`src/rtl/level_sequencer.sv`:
```
// Walks a level note ROM one entry per beat, prefetching the next note so each
// spawn is issued on the beat edge itself. Stops at the end marker or the last address.
module level_sequencer #(
    parameter int                    ADDR_WIDTH = 6,
    parameter int                    DATA_WIDTH = 4,
    parameter logic [DATA_WIDTH-1:0] END_MARK   = '1
) (
    input  logic                  clk_i,
    input  logic                  rst_ni,
    input  logic                  start_i,
    input  logic                  pause_i,
    input  logic                  beat_tick_i,
    input  logic [DATA_WIDTH-1:0] note_i,
    output logic [ADDR_WIDTH-1:0] addr_o,
    output logic [DATA_WIDTH-1:0] spawn_o,
    output logic                  spawn_valid_o,
    output logic                  busy_o,
    output logic                  done_o,
    output logic                  overrun_o
);

    typedef enum logic [2:0] {
        S_IDLE      = 3'd0,
        S_FETCH     = 3'd1,
        S_LATCH     = 3'd2,
        S_WAIT_BEAT = 3'd3,
        S_DONE      = 3'd4
    } state_t;

    localparam logic [ADDR_WIDTH-1:0] LAST_ADDR = '1;
    localparam logic [ADDR_WIDTH-1:0] ADDR_ONE  = {{(ADDR_WIDTH-1){1'b0}}, 1'b1};

    state_t                  state_q, state_d;
    logic [ADDR_WIDTH-1:0]   addr_q, addr_d;
    logic [DATA_WIDTH-1:0]   note_q, note_d;
    logic [DATA_WIDTH-1:0]   spawn_q, spawn_d;
    logic                    spawn_valid_q, spawn_valid_d;
    logic                    beat_pend_q, beat_pend_d;
    logic                    overrun_q, overrun_d;

    logic start_ok;
    logic fire;
    logic at_last;
    logic early_beat;

    // start is only honoured when no level is in flight; it overrides pause
    assign start_ok   = ((state_q == S_IDLE) || (state_q == S_DONE)) && start_i;
    assign fire       = (state_q == S_WAIT_BEAT) && (beat_tick_i || beat_pend_q) && !pause_i;
    assign at_last    = (addr_q == LAST_ADDR);
    assign early_beat = ((state_q == S_FETCH) || (state_q == S_LATCH)) && beat_tick_i && !pause_i;

    always_ff @(posedge clk_i or negedge rst_ni) begin
        if (!rst_ni) begin
            state_q       <= S_IDLE;
            addr_q        <= '0;
            note_q        <= '0;
            spawn_q       <= '0;
            spawn_valid_q <= 1'b0;
            beat_pend_q   <= 1'b0;
            overrun_q     <= 1'b0;
        end else begin
            state_q       <= state_d;
            addr_q        <= addr_d;
            note_q        <= note_d;
            spawn_q       <= spawn_d;
            spawn_valid_q <= spawn_valid_d;
            beat_pend_q   <= beat_pend_d;
            overrun_q     <= overrun_d;
        end
    end

    always_comb begin
        state_d = state_q;
        case (state_q)
            S_IDLE, S_DONE: begin
                if (start_i) state_d = S_FETCH;
            end
            S_FETCH: begin
                if (!pause_i) state_d = S_LATCH;
            end
            S_LATCH: begin
                if (!pause_i) state_d = (note_i == END_MARK) ? S_DONE : S_WAIT_BEAT;
            end
            S_WAIT_BEAT: begin
                if (fire) state_d = at_last ? S_DONE : S_FETCH;
            end
            default: state_d = S_IDLE;
        endcase
    end

    always_comb begin
        addr_d        = addr_q;
        note_d        = note_q;
        spawn_d       = spawn_q;
        spawn_valid_d = 1'b0;
        beat_pend_d   = beat_pend_q;
        overrun_d     = overrun_q;

        if (start_ok) begin
            addr_d      = '0;
            beat_pend_d = 1'b0;
            overrun_d   = 1'b0;
        end

        if ((state_q == S_LATCH) && !pause_i) begin
            note_d = note_i;
        end

        // a second beat arriving before the first could be issued is lost
        if (early_beat) begin
            if (beat_pend_q) overrun_d   = 1'b1;
            else             beat_pend_d = 1'b1;
        end

        if (fire) begin
            spawn_d       = note_q;
            spawn_valid_d = (note_q != '0);
            beat_pend_d   = 1'b0;
            if (!at_last) addr_d = addr_q + ADDR_ONE;
        end
    end

    always_comb begin
        busy_o = (state_q == S_FETCH) || (state_q == S_LATCH) || (state_q == S_WAIT_BEAT);
        done_o = (state_q == S_DONE);
    end

    assign addr_o        = addr_q;
    assign spawn_o       = spawn_q;
    assign spawn_valid_o = spawn_valid_q;
    assign overrun_o     = overrun_q;

endmodule
```
`config.mk`:
```
export PLATFORM = sky130hd
export DESIGN_NAME = level_sequencer
export DESIGN_NICKNAME = d
export VERILOG_FILES = /design/src/rtl/level_sequencer.sv
export SDC_FILE = /design/constraint.sdc
export NUM_CORES = 1
export LEC_CHECK = 0
export ABC_AREA = 1
export BUFFER_PORTS_ARGS = -buffer_cell sky130_fd_sc_hd__buf_2
export CAP_MARGIN = 5
export CORE_MARGIN = 2
export CORE_UTILIZATION = 52
export DETAILED_ROUTE_END_ITERATION = 8
export GPL_ROUTABILITY_DRIVEN = 0
export PLACE_DENSITY = 0.88
export SYNTH_ARGS = -nofsm -noshare
export SYNTH_HDL_FRONTEND = slang
export SYNTH_SLANG_ARGS = --single-unit
```
`constraint.sdc`:
```
create_clock -name clk_i -period 1.5 [get_ports clk_i]
set_input_delay 0.15 -clock clk_i [delete_from_list [all_inputs] [get_ports clk_i]]
set_output_delay 0.15 -clock clk_i [all_outputs]
set_load 0.03 [all_outputs]
```
==> impl_metrics.json, run 1 <==
{
  "dp_slack_ps": 157,
  "mostFrequentLayoutCells": "nand2_1, buf_2, dfrtp_1, inv_1, nor2_1",
  "fin_nets": 168,
  "fin_setup_tns_ps": 0,
  "track_usage": 0.196,
  "drc": 0,
  "crit_buf_inv": 1,
  "overflow": 0,
  "syn_inst": 131,
  "tightest_slew_ps": 445,
  "avgRoutedWirePerCell_um": 11.4,
  "vias_per_cell": 4.94,
  "met2_length_um": 970,
  "antenna_cells": 0,
  "path_class": "register to register",
  "cpMaxStageDelayCell": "dfrtp_1",
  "cts_max_level": 1,
  "grt_max_degree": 21,
  "met1Wirelength_um": 979,
  "start_util": 0.544,
  "cts_buffer_depth": 2,
  "dr.pass1.iters": 4,
  "drtIter0Drc": 23,
  "worstPathArrival_ps": 1570,
  "final_common_cell": "nand2_1",
  "final.min_clock_period_ps": 1370,
  "hold_slack_ps": 119,
  "crit_fanout": 8,
  "yosysSeqAreaShare": 0.479,
  "slew_headroom": 0.704,
  "required_ps": 1700,
  "hold_class": "input pin to register",
  "maxSlewViolCount": 0,
  "cts_resized": 0,
  "post-route-period-util": 0.914,
  "end_kind": "register",
  "antenna_found_initial": 0,
  "syn_avg_cell_area_um2": 7.98,
  "nFillCells": 184,
  "netlist_area_um2": 1040,
  "root_buffer": "clkbuf_4",
  "portBuffers": 22,
  "cpMostUsedCell": "nand3_1",
  "ir_drop_mv": 1.17,
  "layout-drive-gt1-share": 0.224,
  "setup_viol": 0,
  "wl_met3_um": 101,
  "max_stage_delay_ps": 430,
  "synthesis.nets": 141,
  "place_hpwl_um": 1610,
  "fmax_mhz": 729,
  "yosysWarnings": 0,
  "cts_tree": "done",
  "row_count": 16,
  "dr_total_vias": 904,
  "grt_pass1_wl_um": 3590,
  "critPathTopFamily": "simple AND/OR/NAND/NOR gates",
  "drtAntennaViolNets": 0,
  "ios": 23,
  "numCtsBuffers": 3,
  "grt_pass1_vias": 838,
  "fin_ws_ps": 129,
  "worst_setup_path_start_kind": "register",
  "dieHeight_um": 48.8,
  "fin_skew_ps": 2.59,
  "rsz0062_at_grt": "no",
  "placed_cells": 179,
  "clkSlewWorstSetupHoldPaths_ps": 100,
  "cts.sinks": 20,
  "status": "completed",
  "fin_util": 0.630,
  "area.growth.synth_to_final_pct": 15.8,
  "core_area_um2": 1920,
  "ys_types": 20,
  "wl_um": 2080,
  "path_cells": "ha_1 -> nand3_1 -> nor2_1 -> nor2_4 -> inv_2 -> nand3_1 -> nand2_1",
  "p_leak_nw": 0.675,
  "hold_viol_final": 0,
  "synth-seq-cells": 20,
  "die_w_um": 48.8,
  "top_layer_used": "met4",
  "clk_latency_ps": 290,
  "cap_violations": 0,
  "finalNonFillerCells": 183,
  "powerDensity_nw_per_um2": 1730,
  "die-area_um2": 2380
}
[report_power, final]
| part | switching, mW | internal, mW |
|---|---|---|
| logic | 0.707 | 0.301 |
| registers | 0.121 | 0.722 |
| clock network | 0.153 | 0.0936 |
[timing repair]
item / 4_1_cts / 5_1_grt
setup buffers: 0 / 0
hold endpoints to repair: 20 / 0
hold buffers: 1 / 0
[synth_stat cells, drive strengths merged]
cell type | count | share of area
ha | 1 | 0.012
a41oi | 1 | 0.016
xor2 | 1 | 0.0084
nand2 | 43 | 0.17
inv | 16 | 0.057
nand3b | 1 | 0.0072
nand3 | 11 | 0.053
o21ai | 10 | 0.048
dfrtp | 20 | 0.48
xnor2 | 2 | 0.017
buf | 1 | 0.011
nor2 | 16 | 0.072
a21oi | 6 | 0.029
o22ai | 1 | 0.012
or2 | 1 | 0.0060
[per-stage QoR]
step | total power, mW | cell area [um^2]
after floorplan | 1.60 | 1040
after global placement | 1.82 | 1180
after detailed placement | 1.86 | 1180
after CTS | 2.11 | 1210
after global routing | 2.28 | 1210
final | 2.10 | 1210
[state kept, by name, indices dropped and copies added, names as in the netlist]
name,flops
addr_o,6
beat_pend_q,1
note_q,4
overrun_o,1
spawn_o,4
spawn_valid_o,1
state_q,3
[worst paths after layout]
check	start	endpoint	slack [ps]	depth (start not counted)
hold / removal	note_i[0]	note_q[0]$_DFFE_PN0P_	120	3
min in group asynchronous	rst_ni	state_q[1]$_DFFE_PN0P_	320	2
max in group asynchronous	rst_ni	spawn_o[0]$_DFFE_PN0P_	870	2
setup / recovery	addr_o[0]$_DFF_PN0_	addr_o[3]$_DFF_PN0_	130	7
setup reg to reg	addr_o[0]$_DFF_PN0_	addr_o[3]$_DFF_PN0_	130	7
hold reg to reg	spawn_o[2]$_DFFE_PN0P_	spawn_o[2]$_DFFE_PN0P_	500	2
[cells by family after synthesis]
family,count (synthesis),synth area share
compound gates,18,0.104
simple gates,72,0.311
fa+ha+maj,1,0.0120
xor+xnor,3,0.0252
buf+inv,17,0.0683
flops,20,0.479
[tightest hold or removal path: cells and delay by family]
family / cells / cell delay [ps]
buf+inv: 1 / 90
compound gates: 1 / 100
simple gates: 1 / 40
[per-layer routing]
metal / GRT usage / vias to the layer above
met5: 0 / -
met4: 0.0762 / 0
met3: 0.0429 / 4
met2: 0.320 / 22
met1: 0.256 / 413
li1: - / 465
[layout make-up]
cell class,count,area (um^2),share of cell area
multi-input combinational,94,473,0.391
timing repair buffer,23,120,0.0993
clock buffer,3,22.5,0.0186
inverter,16,60.1,0.0496
sequential,20,500,0.414
tap,27,33.8,0.0279
Power figures use the tool's default switching activity.
==> run 2: changes to the inputs <==
Settings changed: REMOVE_ABC_BUFFERS set to 1.
==> impl_metrics.json, run 2 (synthesis gave the netlist of run 1 again) <==
{
  "status": "completed",
  "place_hpwl_um": 1620,
  "cts_tree": "done",
  "slew_headroom": 0.705,
  "fin_skew_ps": 6.27,
  "row_count": 16,
  "finalNonFillerCells": 183,
  "end_kind": "register",
  "ios": 23,
  "dp_slack_ps": 123,
  "cpMostUsedCell": "nand3_1",
  "fin_ws_ps": 119,
  "path_class": "register to register",
  "worstPathArrival_ps": 1570,
  "max_stage_delay_ps": 430,
  "grt_pass1_wl_um": 3540,
  "drtAntennaViolNets": 0,
  "fin_setup_tns_ps": 0,
  "p_leak_nw": 0.675,
  "cap_violations": 0,
  "core_area_um2": 1920,
  "placed_area_um2": 1180,
  "numCtsBuffers": 3,
  "setup_viol": 0,
  "drc": 0,
  "required_ps": 1690,
  "path_cells": "ha_1 -> nand3_1 -> nor2_2 -> nor2_4 -> inv_2 -> nand3_1 -> nand2_1",
  "fmax_mhz": 724,
  "portBuffers": 22,
  "root_buffer": "clkbuf_4",
  "grt_max_degree": 21,
  "vias_per_cell": 4.96,
  "wl_um": 2090,
  "die_w_um": 48.8,
  "drtIter0Drc": 16,
  "clk_latency_ps": 300,
  "layout-drive-gt1-share": 0.231,
  "cts_max_level": 1,
  "crit_buf_inv": 1,
  "mostFrequentLayoutCells": "nand2_1, buf_2, dfrtp_1, inv_1, nor2_1",
  "hold_class": "input pin to register",
  "grt_pass1_vias": 858,
  "fin_util": 0.631,
  "rsz0062_at_grt": "no",
  "avgRoutedWirePerCell_um": 11.4,
  "worst_setup_path_start_kind": "register",
  "crit_fanout": 8,
  "r2r_slack_ps": 120,
  "dieHeight_um": 48.8,
  "clkSlewWorstSetupHoldPaths_ps": 100,
  "dr_total_vias": 908,
  "largest_reg_flops": 6,
  "fin_nets": 168,
  "cpMaxStageDelayCell": "dfrtp_1",
  "cts.sinks": 20,
  "placed_cells": 179,
  "critPathTopFamily": "simple AND/OR/NAND/NOR gates",
  "final.min_clock_period_ps": 1380,
  "hold_viol_final": 0,
  "die-area_um2": 2380,
  "ir_drop_mv": 1.11,
  "powerDensity_nw_per_um2": 1740,
  "area.growth.synth_to_final_pct": 16.0,
  "antenna_found_initial": 0,
  "tightest_slew_ps": 442,
  "fin_area_um2": 1210,
  "dr.pass1.iters": 4,
  "track_usage": 0.196,
  "antenna_cells": 0,
  "post-route-period-util": 0.921,
  "start_util": 0.544,
  "cts_buffer_depth": 2,
  "overflow": 0,
  "final_common_cell": "nand2_1",
  "maxSlewViolCount": 0
}
==> run 2: final timing paths <==
| path | start | endpoint | depth (start not counted) |
|---|---|---|---|
| worst max-delay path | addr_o[0]$_DFF_PN0_ | addr_o[3]$_DFF_PN0_ | 7 |
| worst min-delay path | note_i[3] | note_q[3]$_DFFE_PN0P_ | 3 |
| worst max register to register | addr_o[0]$_DFF_PN0_ | addr_o[3]$_DFF_PN0_ | 7 |
| worst min register to register | spawn_o[3]$_DFFE_PN0P_ | spawn_o[3]$_DFFE_PN0P_ | 2 |
| max in group asynchronous | rst_ni | spawn_o[1]$_DFFE_PN0P_ | 2 |
| min in group asynchronous | rst_ni | state_q[0]$_DFFE_PN0P_ | 2 |
==> run 2: worst min-delay path: stages <==
cell	delay, ps
buf_2	80
nor2_1	40
a21oi_1	100
==> run 2: report_power, final <==
part	internal (mW)	switching, mW
clock	0.0937	0.152
combinational	0.302	0.709
sequential	0.722	0.128
==> run 2: per-layer routing <==
metal / track usage / routed length, um / vias up
met2: 0.342 / 1050 / 19
met1: 0.236 / 924 / 419
met3: 0.0184 / 63 / 5
met4: 0.114 / 57 / 0
li1: - / - / 465
met5: 0 / 0 / -
==> run 2: cell type report <==
cell class | instances | area, um^2
fillers | 170 | 709
repair buffers | 23 | 120
multi-input cells | 94 | 475
well taps | 27 | 33.8
clock buffers | 3 | 22.5
inverters | 16 | 60.1
flip-flops and latches | 20 | 500
==> run 2: metrics by stage <==
step	hold slack (ps)	power, mW
5_1_grt	130	2.27
4_1_cts	106	2.12
2_1_floorplan	-146	1.59
3_3_place_gp	108	1.82
6_report	104	2.11
3_5_place_dp	118	1.87
==> run 2: timing repair <==
action                                 4_1_cts  5_1_grt
setup endpoints to repair                    0        3
buffers inserted                             0        0
gates resized for setup                      0        1
endpoints found under the hold margin       20        0
hold buffers                                 1        0
